--- config.mk ---
export PLATFORM = sky130hd
export DESIGN_NAME = axi_wr_burst_gen_flat
export DESIGN_NICKNAME = d
export VERILOG_FILES = /design/src/rtl/axi_wr_burst_gen_if.sv /design/src/rtl/axi_wr_burst_gen.sv /design/src/flat_wrapper.sv
export SDC_FILE = /design/constraint.sdc
export NUM_CORES = 1
export LEC_CHECK = 0
export CAP_MARGIN = 25
export CORE_MARGIN = 3
export CORE_UTILIZATION = 48
export DETAILED_ROUTE_END_ITERATION = 12
export PLACE_DENSITY_LB_ADDON = 0.1
export SLEW_MARGIN = 20
export SYNTH_ARGS = -nofsm -noshare
export SYNTH_HDL_FRONTEND = slang
export SYNTH_SLANG_ARGS = --single-unit
--- constraint.sdc ---
create_clock -name axi_aclk -period 8.2 [get_ports axi_aclk]
set_clock_uncertainty 0.05 [all_clocks]
set_input_delay 2.46 -clock axi_aclk [delete_from_list [all_inputs] [get_ports axi_aclk]]
set_output_delay 2.46 -clock axi_aclk [all_outputs]
set_load 0.02 [all_outputs]
--- src/rtl/axi_wr_burst_gen_if.sv ---
// axi_wr_burst_gen_if
// Write-address, write-data and write-response signals between the burst
// generator (master modport) and the downstream AXI write-channel FSM
// (slave modport).
//   AW channel : awaddr_out, awlen_out, awsize_out, awburst_out, awvalid_out / awready_in
//   W channel  : wdata_out, wstrb_out, wlast_out, wvalid_out / wready_in
//   B channel  : bvalid_in, bresp_in / bready_out
interface axi_wr_burst_gen_if #(
  parameter int AW = 32,
  parameter int DW = 64
);
  logic [AW-1:0] awaddr_out;
  logic [7:0]    awlen_out;
  logic [2:0]    awsize_out;
  logic [1:0]    awburst_out;
  logic          awvalid_out;
  logic          awready_in;
  logic [DW-1:0] wdata_out;
  logic [7:0]    wstrb_out;
  logic          wlast_out;
  logic          wvalid_out;
  logic          wready_in;
  logic          bvalid_in;
  logic [1:0]    bresp_in;
  logic          bready_out;

  modport master (
    output awaddr_out, awlen_out, awsize_out, awburst_out, awvalid_out,
    input  awready_in,
    output wdata_out, wstrb_out, wlast_out, wvalid_out,
    input  wready_in,
    input  bvalid_in, bresp_in,
    output bready_out
  );

  modport slave (
    input  awaddr_out, awlen_out, awsize_out, awburst_out, awvalid_out,
    output awready_in,
    input  wdata_out, wstrb_out, wlast_out, wvalid_out,
    output wready_in,
    output bvalid_in, bresp_in,
    input  bready_out
  );
endinterface

--- src/rtl/axi_wr_burst_gen.sv ---
// axi_wr_burst_gen
// Accepts one write-burst command at a time, issues the AW beat, streams
// len+1 patterned W beats (beat k carries seed+k) with lane-correct strobes,
// collects the B response and reports done/err/timeout as one-cycle pulses.
// Ports:
//   axi_aclk, axi_areset        clock, asynchronous active-high reset
//   cmd_valid/cmd_ready         command handshake (ready only while idle)
//   cmd_addr/len/size/burst     burst description, latched on accept
//   cmd_seed                    data of beat 0
//   axi                         AW/W/B channel bundle (master side)
//   done, err, timeout          end-of-command pulse and its qualifiers
module axi_wr_burst_gen #(
  parameter int AW        = 32,
  parameter int DW        = 64,
  parameter int B_TIMEOUT = 256
) (
  input  logic               axi_aclk,
  input  logic               axi_areset,
  input  logic               cmd_valid,
  output logic               cmd_ready,
  input  logic [AW-1:0]      cmd_addr,
  input  logic [7:0]         cmd_len,
  input  logic [2:0]         cmd_size,
  input  logic [1:0]         cmd_burst,
  input  logic [DW-1:0]      cmd_seed,
  axi_wr_burst_gen_if.master axi,
  output logic               done,
  output logic               err,
  output logic               timeout
);
  localparam int CW = (B_TIMEOUT > 1) ? $clog2(B_TIMEOUT) : 1;

  typedef enum logic [2:0] {IDLE, ADDR, DATA, RESP, BADCMD} state_t;

  state_t        state_reg, state_next;
  logic          cmd_ready_reg, cmd_ready_next;
  logic [AW-1:0] awaddr_reg, awaddr_next;
  logic [7:0]    awlen_reg, awlen_next;
  logic [2:0]    awsize_reg, awsize_next;
  logic [1:0]    awburst_reg, awburst_next;
  logic          awvalid_reg, awvalid_next;
  logic [AW-1:0] beat_addr_reg, beat_addr_next;
  logic [8:0]    beat_cnt_reg, beat_cnt_next;
  logic [DW-1:0] wdata_reg, wdata_next;
  logic [7:0]    wstrb_reg, wstrb_next;
  logic          wlast_reg, wlast_next;
  logic          wvalid_reg, wvalid_next;
  logic          bready_reg, bready_next;
  logic [CW-1:0] resp_cnt_reg, resp_cnt_next;
  logic          done_reg, done_next;
  logic          err_reg, err_next;
  logic          timeout_reg, timeout_next;
  logic          cmd_bad;
  logic [AW-1:0] step_addr;

  // Byte lanes touched by a beat of 2^size bytes at the given low address
  // bits; the lane offset is rounded down to the transfer size.
  function automatic logic [7:0] beat_strb(input logic [2:0] a_lo, input logic [2:0] size);
    logic [3:0]  nbytes;
    logic [15:0] lanes;
    logic [15:0] shifted;
    logic [2:0]  lo;
    nbytes  = 4'd1 << size;
    lanes   = (16'd1 << nbytes) - 16'd1;
    lo      = a_lo & ~(nbytes[2:0] - 3'd1);
    shifted = lanes << lo;
    return shifted[7:0];
  endfunction

  // Address of the following beat. WRAP keeps the upper bits of the
  // (len+1)<<size window and lets only the offset inside it roll over.
  function automatic logic [AW-1:0] next_beat_addr(input logic [AW-1:0] a, input logic [7:0] len,
                                                   input logic [2:0] size, input logic [1:0] burst);
    logic [AW-1:0] incr;
    logic [AW-1:0] wrap_mask;
    logic [AW-1:0] stepped;
    logic [AW-1:0] result;
    incr      = AW'(1) << size;
    wrap_mask = (AW'({1'b0, len} + 9'd1) << size) - AW'(1);
    stepped   = a + incr;
    case (burst)
      2'b00:   result = a;
      2'b10:   result = (a & ~wrap_mask) | (stepped & wrap_mask);
      default: result = stepped;
    endcase
    return result;
  endfunction

  assign cmd_bad = (cmd_size > 3'd3) || (cmd_burst == 2'b11) ||
                   ((cmd_burst == 2'b10) && !((cmd_len == 8'd1) || (cmd_len == 8'd3) ||
                                              (cmd_len == 8'd7) || (cmd_len == 8'd15)));

  always_ff @(posedge axi_aclk or posedge axi_areset) begin
    if (axi_areset) begin
      state_reg     <= IDLE;
      cmd_ready_reg <= 1'b0;
      awaddr_reg    <= '0;
      awlen_reg     <= '0;
      awsize_reg    <= '0;
      awburst_reg   <= '0;
      awvalid_reg   <= 1'b0;
      beat_addr_reg <= '0;
      beat_cnt_reg  <= '0;
      wdata_reg     <= '0;
      wstrb_reg     <= '0;
      wlast_reg     <= 1'b0;
      wvalid_reg    <= 1'b0;
      bready_reg    <= 1'b0;
      resp_cnt_reg  <= '0;
      done_reg      <= 1'b0;
      err_reg       <= 1'b0;
      timeout_reg   <= 1'b0;
    end else begin
      state_reg     <= state_next;
      cmd_ready_reg <= cmd_ready_next;
      awaddr_reg    <= awaddr_next;
      awlen_reg     <= awlen_next;
      awsize_reg    <= awsize_next;
      awburst_reg   <= awburst_next;
      awvalid_reg   <= awvalid_next;
      beat_addr_reg <= beat_addr_next;
      beat_cnt_reg  <= beat_cnt_next;
      wdata_reg     <= wdata_next;
      wstrb_reg     <= wstrb_next;
      wlast_reg     <= wlast_next;
      wvalid_reg    <= wvalid_next;
      bready_reg    <= bready_next;
      resp_cnt_reg  <= resp_cnt_next;
      done_reg      <= done_next;
      err_reg       <= err_next;
      timeout_reg   <= timeout_next;
    end
  end

  always_comb begin
    state_next     = state_reg;
    awaddr_next    = awaddr_reg;
    awlen_next     = awlen_reg;
    awsize_next    = awsize_reg;
    awburst_next   = awburst_reg;
    awvalid_next   = awvalid_reg;
    beat_addr_next = beat_addr_reg;
    beat_cnt_next  = beat_cnt_reg;
    wdata_next     = wdata_reg;
    wstrb_next     = wstrb_reg;
    wlast_next     = wlast_reg;
    wvalid_next    = wvalid_reg;
    bready_next    = bready_reg;
    resp_cnt_next  = resp_cnt_reg;
    done_next      = 1'b0;
    err_next       = 1'b0;
    timeout_next   = 1'b0;
    step_addr      = next_beat_addr(beat_addr_reg, awlen_reg, awsize_reg, awburst_reg);

    case (state_reg)
      IDLE: begin
        if (cmd_valid && cmd_ready_reg) begin
          if (cmd_bad) begin
            state_next = BADCMD;
          end else begin
            state_next     = ADDR;
            awaddr_next    = cmd_addr;
            awlen_next     = cmd_len;
            awsize_next    = cmd_size;
            awburst_next   = cmd_burst;
            awvalid_next   = 1'b1;
            beat_addr_next = cmd_addr;
            beat_cnt_next  = '0;
            wdata_next     = cmd_seed;
            wstrb_next     = beat_strb(cmd_addr[2:0], cmd_size);
            wlast_next     = (cmd_len == 8'd0);
          end
        end
      end
      ADDR: begin
        if (axi.awready_in) begin
          awvalid_next = 1'b0;
          wvalid_next  = 1'b1;
          state_next   = DATA;
        end
      end
      DATA: begin
        // Beat registers only move on a handshake, so they hold while stalled.
        if (wvalid_reg && axi.wready_in) begin
          if (wlast_reg) begin
            wvalid_next   = 1'b0;
            bready_next   = 1'b1;
            resp_cnt_next = '0;
            state_next    = RESP;
          end else begin
            beat_cnt_next  = beat_cnt_reg + 9'd1;
            beat_addr_next = step_addr;
            wdata_next     = wdata_reg + DW'(1);
            wstrb_next     = beat_strb(step_addr[2:0], awsize_reg);
            wlast_next     = ((beat_cnt_reg + 9'd1) == {1'b0, awlen_reg});
          end
        end
      end
      RESP: begin
        if (axi.bvalid_in && bready_reg) begin
          done_next   = 1'b1;
          err_next    = (axi.bresp_in != 2'b00);
          bready_next = 1'b0;
          state_next  = IDLE;
        end else if (resp_cnt_reg == CW'(B_TIMEOUT - 1)) begin
          done_next    = 1'b1;
          err_next     = 1'b1;
          timeout_next = 1'b1;
          bready_next  = 1'b0;
          state_next   = IDLE;
        end else begin
          resp_cnt_next = resp_cnt_reg + CW'(1);
        end
      end
      BADCMD: begin
        done_next  = 1'b1;
        err_next   = 1'b1;
        state_next = IDLE;
      end
      default: state_next = IDLE;
    endcase

    // Registered ready: goes high the cycle the FSM lands back in IDLE.
    cmd_ready_next = (state_next == IDLE);
  end

  assign cmd_ready       = cmd_ready_reg;
  assign axi.awaddr_out  = awaddr_reg;
  assign axi.awlen_out   = awlen_reg;
  assign axi.awsize_out  = awsize_reg;
  assign axi.awburst_out = awburst_reg;
  assign axi.awvalid_out = awvalid_reg;
  assign axi.wdata_out   = wdata_reg;
  assign axi.wstrb_out   = wstrb_reg;
  assign axi.wlast_out   = wlast_reg;
  assign axi.wvalid_out  = wvalid_reg;
  assign axi.bready_out  = bready_reg;
  assign done            = done_reg;
  assign err             = err_reg;
  assign timeout         = timeout_reg;
endmodule

--- src/flat_wrapper.sv ---
// flat-port wrapper written by rule: the top's interface ports become plain ports
module axi_wr_burst_gen_flat 
#(
  parameter int AW        = 32,
  parameter int DW        = 64,
  parameter int B_TIMEOUT = 256
)
  (axi_aclk, axi_areset, cmd_valid, cmd_ready, cmd_addr, cmd_len, cmd_size, cmd_burst, cmd_seed, done, err, timeout, axi_awaddr_out, axi_awlen_out, axi_awsize_out, axi_awburst_out, axi_awvalid_out, axi_awready_in, axi_wdata_out, axi_wstrb_out, axi_wlast_out, axi_wvalid_out, axi_wready_in, axi_bvalid_in, axi_bresp_in, axi_bready_out);
  axi_wr_burst_gen_if #(.AW(AW), .DW(DW)) axi_i ();
  input  logic axi_aclk;
  input  logic axi_areset;
  input  logic cmd_valid;
  output logic cmd_ready;
  input  logic [AW-1:0] cmd_addr;
  input  logic [7:0] cmd_len;
  input  logic [2:0] cmd_size;
  input  logic [1:0] cmd_burst;
  input  logic [DW-1:0] cmd_seed;
  output logic done;
  output logic err;
  output logic timeout;
  output wire logic [$bits(axi_i.awaddr_out)-1:0] axi_awaddr_out;
  output wire logic [$bits(axi_i.awlen_out)-1:0] axi_awlen_out;
  output wire logic [$bits(axi_i.awsize_out)-1:0] axi_awsize_out;
  output wire logic [$bits(axi_i.awburst_out)-1:0] axi_awburst_out;
  output wire logic [$bits(axi_i.awvalid_out)-1:0] axi_awvalid_out;
  input wire logic [$bits(axi_i.awready_in)-1:0] axi_awready_in;
  output wire logic [$bits(axi_i.wdata_out)-1:0] axi_wdata_out;
  output wire logic [$bits(axi_i.wstrb_out)-1:0] axi_wstrb_out;
  output wire logic [$bits(axi_i.wlast_out)-1:0] axi_wlast_out;
  output wire logic [$bits(axi_i.wvalid_out)-1:0] axi_wvalid_out;
  input wire logic [$bits(axi_i.wready_in)-1:0] axi_wready_in;
  input wire logic [$bits(axi_i.bvalid_in)-1:0] axi_bvalid_in;
  input wire logic [$bits(axi_i.bresp_in)-1:0] axi_bresp_in;
  output wire logic [$bits(axi_i.bready_out)-1:0] axi_bready_out;
  assign axi_awaddr_out = axi_i.awaddr_out;
  assign axi_awlen_out = axi_i.awlen_out;
  assign axi_awsize_out = axi_i.awsize_out;
  assign axi_awburst_out = axi_i.awburst_out;
  assign axi_awvalid_out = axi_i.awvalid_out;
  assign axi_i.awready_in = axi_awready_in;
  assign axi_wdata_out = axi_i.wdata_out;
  assign axi_wstrb_out = axi_i.wstrb_out;
  assign axi_wlast_out = axi_i.wlast_out;
  assign axi_wvalid_out = axi_i.wvalid_out;
  assign axi_i.wready_in = axi_wready_in;
  assign axi_i.bvalid_in = axi_bvalid_in;
  assign axi_i.bresp_in = axi_bresp_in;
  assign axi_bready_out = axi_i.bready_out;
  axi_wr_burst_gen #(.AW(AW), .DW(DW), .B_TIMEOUT(B_TIMEOUT)) u_core (.axi_aclk(axi_aclk), .axi_areset(axi_areset), .cmd_valid(cmd_valid), .cmd_ready(cmd_ready), .cmd_addr(cmd_addr), .cmd_len(cmd_len), .cmd_size(cmd_size), .cmd_burst(cmd_burst), .cmd_seed(cmd_seed), .axi(axi_i), .done(done), .err(err), .timeout(timeout));
endmodule
Word level (Yosys, flattened, before mapping)
Index checks and enable logic that the tools add are counted.
- register bits after elaboration: 177
- bits in latches: 0
- bits in writable memories: 0
- bits in read-only memories: 0
- output and inout port bits: 125
- logic and storage cells: 156
- memories: 0
- add/sub/neg operators: 10
- $mul: 0
- div/mod/pow operators: 0
- magnitude comparators: 1
- equal/unequal tests: 23
- shift-type cells: 8
- mux-type cells: 59
- bitwise operators: 9
- reductions and logical operators: 27
- operators with widths (kind ; count):
    two-way mux 64 bit ; 4
    two-way mux 32 bit ; 4
    one-hot mux 32 bit (2 select lines) ; 2
    one-hot mux 64 bit (2 select lines) ; 1
    adder 64 x 1 -> 64 bit, second input constant ; 1
    AND 32 bit ; 2
    two-way mux 8 bit ; 8
    two-way mux 9 bit ; 4
    adder 32 bit ; 1
    inverter 32 bit ; 1
    bitwise OR 32 bit ; 1
    one-hot mux 8 bit (2 select lines) ; 2
    left shift 1 x 3 -> 32 bit, first input constant ; 1
    left shift 1 x 4 -> 16 bit, first input constant ; 2
    left shift 16 x 3 -> 8 bit ; 2
    left shift 32 x 3 -> 32 bit ; 1
    subtractor 16 x 1 -> 16 bit, second input constant ; 2
    subtractor 32 x 1 -> 32 bit, second input constant ; 1
    two-way mux 3 bit ; 7
    two-way mux 1 bit ; 19
    one-hot mux 9 bit (2 select lines) ; 1
    AND reduction 4 bit ; 4
    != test 2 bit, second input constant ; 6
    one-hot mux 1 bit (2 select lines) ; 6
    other kinds (32) ; 54

Longest topological paths before layout
Gate-level depths: netlist of run 1.
- depth in word-level cells: 12
- depth in mapped cells: 14

Worst setup path before layout of run 1
OpenSTA, ideal clock, no wires.
- path type: in2reg
- start point: in cmd_size[0]
- end point: reg u_core.wstrb_reg[5] (netlist: u_core.axi.wstrb_out[5])
- setup time: 0.149 ns
- data arrival time: 4.743 ns
- path slack: 3.257 ns
- stages on the path: 13
- buffers on the path: 2
- cells stage by stage: clkbuf_1 nor3_1 inv_1 ha_1 nand2_1 ha_1 buf_2 xnor2_1 o21ai_0 mux4_2 a21oi_1 o2bb2ai_1 a21oi_1
- cells in the longest elaborated chain, start to end: 8
- RTL lines (element ; RTL line ; text):
    start, declared ; flat_wrapper.sv:16 ; input logic [2:0] cmd_size;
    parallel branches: the longest is 8 deep, another holds subtractor 16 x 1 -> 16 bit ; -- ;
    end signal, assigned ; axi_wr_burst_gen.sv:124 ; wstrb_reg <= wstrb_next;
    end, declared ; axi_wr_burst_gen.sv:45 ; logic [7:0] wstrb_reg, wstrb_next;
Several ways; the timed one is not identified. The select of a mux whose other input is x is not followed.
A chain may end at the register's enable or synchronous reset.

Worst setup path after layout of run 1
- start point: in cmd_len[2]
- end point: reg u_core.wstrb_reg[6] (netlist: u_core.axi.wstrb_out[6])
- cells in the longest elaborated chain, start to end: 9
- RTL lines (element ; RTL line ; text):
    start, declared ; flat_wrapper.sv:15 ; input logic [7:0] cmd_len;
    equality test 8 x 1 -> 1 bit or equality test 8 x 2 -> 1 bit (tied branches) ; axi_wr_burst_gen.sv:90 ; ((cmd_burst == 2'b10) && !((cmd_len == 8'd1) || (cmd_len == 8'd3) ||
    logical OR 1 bit (2 in a row) ; axi_wr_burst_gen.sv:90 ;
    logical OR 1 bit * ; axi_wr_burst_gen.sv:91 ; (cmd_len == 8'd7) || (cmd_len == 8'd15)));
    logical NOT 1 bit * ; axi_wr_burst_gen.sv:90 ;
    logical AND 1 bit * ; axi_wr_burst_gen.sv:90 ;
    logical OR 1 bit * ; axi_wr_burst_gen.sv:89 ; assign cmd_bad = (cmd_size > 3'd3) || (cmd_burst == 2'b11) ||
    != test 2 bit (no line) * ; -- ;
    AND reduction 5 bit (no line) * ; -- ;
Mark *: on every way between the ends. The rest lies on a longest branch, timed or not.

==> results_dict.tcl, run 1 <==
set metrics [dict create \
    r2r-start "u_core.state_reg[2]" \
    hp-start "u_core.axi.awvalid_out" \
    holdPathEnd "u_core.axi.awvalid_out" \
    fp.dieW_um 143 \
    async_flop_share_pct 100 \
    yosys_warnings 0 \
    synth_edf_count 0 \
    r2r_slack_ns 4.72 \
    viasPerCell 5.88 \
    finalSetupTns_ns 0 \
    drive_gt1_share_pct 9.56 \
    max-slew-margin-rel_pct 35.4 \
    path_max_fanout 52 \
    cts_hold_buffers 0 \
    syn_to_final_growth_pct 34.5 \
    cap_violations 0 \
    dp_hpwl_um 18900 \
    drt-initial-drc-count 528 \
    cp-start-kind "input port" \
    numCtsBuffers 17 \
    tightestPinTransition_ns 0.961 \
    path_delay_family "buffers and inverters" \
    crit_path_max_incr_delay_ns 0.81 \
    die_area_um2 20600 \
    largest_reg_flops 64 \
    endpoint_kind "register" \
    synthesis.instances 1018 \
    status "completed" \
    start_util_pct 49.6 \
    cts.clk_slew.worst_paths_ns 0.07 \
    hold_ws_ns 0.427 \
    syn_area_per_cell_um2 8.90 \
    ys.flop_type "dfrtp_1" \
    gr-total-overflow 0 \
    cts_resized 0 \
    final_common_cell "clkdlybuf4s50_1" \
    ios 242 \
    crit_buf_inv 3 \
    grt_pass1_wl_um 43000 \
    final_cell_mix "241 x clkdlybuf4s50_1, 148 x dfrtp_1, 107 x a21oi_1" \
    ys_seq_area_share_pct 40.9 \
    cts_tree "done" \
    firstDrtPassIters 5 \
    min_period_over_period_pct 66.1 \
    power_density_nw_per_um2 134 \
    peakVddDrop_uv 143 \
    h-tree-depth 4 \
    finalMaxSlewViolations 0 \
    post_cts_buffers 0 \
    synth_fp_nets 1154 \
    cts.path.max_buffers 2 \
    die_y_um 143 \
    dp_slack_ns 2.34 \
    slowest_stage "nor2_4" \
    cp_common_cell "buf_4" \
    fillers 1520 \
    clock_sinks 148 \
    grt_usage_pct 26.0 \
    worstHoldPathType "reg -> reg" \
    clock_latency_ns 0.43 \
    ant_nets 0 \
    nets 1357 \
    port_buffers 241 \
    critPathRequiredTime_ns 8.50 \
    leakagePower_nw 5.10 \
    path_cells "clkdlybuf4s50_1, nand2b_1, a41oi_1, nor3_2, buf_4, nor2_4, buf_4, and2_1, nor2_1, a21oi_1" \
    core_um2 18300 \
    critical_path_class "in -> reg" \
    setup_viol 0 \
    post_synth_num_cell_types 73 \
    clock-root-buffer "clkbuf_16" \
    netlist_area_um2 9060 \
    ff2ff_path_depth 10 \
    crit_arrival_ns 5.72 \
    whs_path_depth 1 \
    worst_slack_ns 2.78 \
    fmax_mhz 184 \
    gp_congestion 0.874 \
    crit_start "cmd_len[2]" \
    core.rowCount 49 \
    rsz0062_at_grt "no" \
    grt_antenna_before_repair 0 \
    routed_wl_um 26800 \
    drt-wirelength-per-cell_um 18.3 \
    ys_seq_elements 148 \
    hold_viol 0 \
    drc 0 \
    period_needed_ns 5.42 \
    r2r-end "u_core.axi.wstrb_out[6]" \
    vias 8611 \
    grt_pass1_vias 8362 \
    grt_max_degree 81 \
]
-- layer usage --
layer / track usage, % / share of wire, % / vias up
met1: 33.7 / 43 / 4138
met3: 7.52 / 7.0 / 31
met2: 42.9 / 49 / 274
li1: - / - / 4168
met4: 6.99 / 1.5 / 0
met5: 0 / 0 / -
-- cell families (layout without fill, tap and decap cells) --
kind of cell / Yosys count / in the layout / share of synthesized area [%]
buf+inv: 86 / 302 / 3.92
xor+xnor: 22 / 22 / 2.13
other cells: 0 / 1 / 0
compound gates: 310 / 310 / 21.2
fa+ha+maj: 19 / 19 / 2.71
simple gates: 370 / 370 / 21.3
flops: 148 / 148 / 40.9
mux: 63 / 63 / 7.94
-- how the worst max path moves through the flow --
stage | end | slack [ns] | cells after the start
2_1_floorplan | u_core.axi.awaddr_out[0] | 1.71 | 1
3_3_place_gp | u_core.axi.wstrb_out[6] | 2.49 | 10
3_5_place_dp | u_core.axi.wstrb_out[6] | 2.34 | 10
4_1_cts | u_core.axi.wstrb_out[6] | 2.80 | 10
5_1_grt | u_core.axi.wstrb_out[6] | 2.55 | 10
6_report | u_core.axi.wstrb_out[6] | 2.78 | 10
-- final cells by class --
class	instances	area, um2	area share, %
Tap cell	229	287	2.35
Antenna cell	1	2.50	0.0205
Clock buffer	18	439	3.60
Sequential cell	148	3700	30.4
Multi-Input combinational cell	784	5030	41.2
Inverter	20	80.1	0.657
Clock inverter	14	155	1.27
Timing Repair Buffer	250	2500	20.5
-- metrics by stage --
stage          total power, mW  area [um2]  cells  util (%)
5_1_grt                   1.69       12200   1463      66.7
2_1_floorplan            0.778        9060   1018         -
3_3_place_gp             0.847       11600   1429      63.3
6_report                  1.63       12200   1464      66.7
4_1_cts                   1.65       12200   1462      66.6
3_5_place_dp             0.847       11600   1430      63.3
-- cells in the mapped netlist (all sizes together) (7+ instances only) --
master,n,area (um2)
a21oi,107,536
a2bb2oi,12,105
a31oi,19,119
and2,11,68.8
and3,24,150
and4,7,61.3
buf,20,108
clkbuf,46,173
dfrtp,148,3700
ha,18,225
inv,20,75.1
mux2,52,597
mux2i,10,100
nand2,94,353
nand2b,13,81.3
nand3,43,215
nand4,20,146
nor2,92,345
nor2b,8,50.1
nor3,20,111
nor4,11,103
o21ai,73,365
o22a,16,140
o22ai,20,125
o31ai,8,60.1
or3,7,43.8
xnor2,15,131
xor2,7,61.3
-- power by group --
group / total, mW / switching [mW] / internal [mW]
registers: 0.730 / 0 / 0.730
logic: 0.103 / 0.0436 / 0.0596
clock network: 0.798 / 0.354 / 0.443
total: 1.63 / 0.398 / 1.23
(Power assumes the default switching activity.)
==> run 2: changes to the inputs <==
==> constraint.sdc (replaced) <==
create_clock -name axi_aclk -period 5.3 [get_ports axi_aclk]
set_clock_uncertainty 0.05 [all_clocks]
set_input_delay 1.59 -clock axi_aclk [delete_from_list [all_inputs] [get_ports axi_aclk]]
set_output_delay 1.59 -clock axi_aclk [all_outputs]
set_load 0.02 [all_outputs]
==> results_dict.tcl, run 2 (synthesis results as in run 1) <==
set metrics [dict create \
    status "completed" \
    switchingPower_uw 619 \
    post_cts_buffers 0 \
    clock_latency_ns 0.42 \
    worstHoldPathType "reg -> reg" \
    layoutNonFillerInstCount 1469 \
    clock_sinks 148 \
    fmax_mhz 232 \
    grt_max_degree 65 \
    diodes 0 \
    ios 242 \
    drt-initial-drc-count 618 \
    finalSetupTns_ns 0 \
    r2r-end "u_core.axi.wdata_out[58]" \
    die_area_um2 20600 \
    dp_slack_ns 0.599 \
    h-tree-depth 4 \
    hold_ws_ns 0.432 \
    worst_slack_ns 0.991 \
    critical_path_class "in -> reg" \
    firstDrtPassIters 5 \
    whs_path_depth 1 \
    power_density_nw_per_um2 208 \
    routed_wl_um 27000 \
    period_needed_ns 4.31 \
    drive_gt1_share_pct 10.1 \
    crit_path_max_incr_delay_ns 0.57 \
    cts_hold_buffers 0 \
    cts.path.max_buffers 2 \
    multi_input_area_um2 5030 \
    cts.clk_slew.worst_paths_ns 0.07 \
    crit_buf_inv 2 \
    grt_pass1_wl_um 44000 \
    cts_tree "done" \
    cp-start-kind "input port" \
    finalMaxSlewViolations 0 \
    hp-start "u_core.axi.awvalid_out" \
    fillers 1533 \
    cap_violations 0 \
    crit_arrival_ns 4.56 \
    gp_congestion 0.879 \
    final_common_cell "clkdlybuf4s50_1" \
    grt_pass1_vias 8473 \
    start_util_pct 49.6 \
    slowest_stage "clkdlybuf4s50_1" \
    dp_hpwl_um 19100 \
    setup_viol 0 \
    leakagePower_nw 5.13 \
    nets 1363 \
    clockPowerShare_pct 49.4 \
    tightestPinTransition_ns 0.900 \
    ff2ff_path_depth 8 \
    seqCellArea_um2 3700 \
    drc 0 \
    rsz0062_at_grt "no" \
    ant_nets 0 \
    die_y_um 143 \
    cts_resized 0 \
    clock-root-buffer "clkbuf_16" \
    port_buffers 241 \
    path_cells "clkdlybuf4s50_1, nor3_1, inv_1, ha_1, nand2_1, ha_1, xnor2_1, o21ai_0, mux4_2, a21oi_1, o2bb2ai_1, a21oi_1" \
    numCtsBuffers 17 \
    path_max_fanout 9 \
    gr-total-overflow 0 \
    grt_usage_pct 26.5 \
    core.rowCount 49 \
    largest_reg_flops 64 \
    power_switching_share_pct 24.2 \
    viasPerCell 5.93 \
    r2r-start "u_core.axi.wdata_out[0]" \
    placed_cells 1436 \
    holdPathEnd "u_core.axi.awvalid_out" \
    drt-wirelength-per-cell_um 18.4 \
    endpoint_kind "register" \
    final_cell_mix "241 x clkdlybuf4s50_1, 148 x dfrtp_1, 107 x a21oi_1" \
    peakVddDrop_uv 240 \
    p_int_mw 1.94 \
    max-slew-margin-rel_pct 38.3 \
    grt_antenna_before_repair 0 \
    r2r_slack_ns 1.96 \
    core_um2 18300 \
    power.share.combinational_pct 6.6 \
    hold_viol 0 \
    power_frac_seq_pct 44.1 \
    fp.dieW_um 143 \
    path_delay_family "buffers and inverters" \
    vias 8718 \
    syn_to_final_growth_pct 35.6 \
    min_period_over_period_pct 81.3 \
    critPathRequiredTime_ns 5.56 \
]
==> run 2: worst max path at each step <==
stage                      from                      end  slack (ns)  cells after the start
floorplan           cmd_size[0]  u_core.axi.wstrb_out[5]        1.23                     13
global placement    cmd_size[2]  u_core.axi.wstrb_out[5]        0.66                     12
detailed placement  cmd_size[2]  u_core.axi.wstrb_out[5]        0.60                     12
CTS                 cmd_size[2]  u_core.axi.wstrb_out[5]        1.03                     12
global route        cmd_size[2]  u_core.axi.wstrb_out[4]        0.78                     12
finish              cmd_size[2]  u_core.axi.wstrb_out[5]        0.99                     12
==> run 2: layer usage <==
metal | track usage [%] | wire (um) | up-vias
li1 | - | - | 4173
met1 | 35.7 | 11700 | 4200
met2 | 43.1 | 12900 | 318
met3 | 6.62 | 2020 | 27
met4 | 6.74 | 405 | 0
met5 | 0 | 0 | -
==> run 2: power groups by stage <==
stage | clock network (mW) | registers (mW) | logic, mW
3_5_place_dp | 0 | 1.15 | 0.166
2_1_floorplan | 0 | 1.15 | 0.0532
3_3_place_gp | 0 | 1.15 | 0.165
6_report | 1.26 | 1.13 | 0.168
5_1_grt | 1.34 | 1.13 | 0.182
4_1_cts | 1.29 | 1.13 | 0.167
==> run 2: metrics by stage <==
step	util (%)	instance area, um2	power, mW
2_1_floorplan	-	9070	1.20
3_3_place_gp	63.8	11600	1.32
3_5_place_dp	63.8	11700	1.32
4_1_cts	67.2	12300	2.58
5_1_grt	67.3	12300	2.65
6_report	67.3	12300	2.56
==> run 2: area by class of cell <==
cell class	count	area share, %
Timing Repair Buffer	256	21.0
Sequential cell	148	30.1
Inverter	20	0.641
Multi-Input combinational cell	784	40.9
Clock buffer	17	3.46
Tap cell	229	2.33
Clock inverter	15	1.54
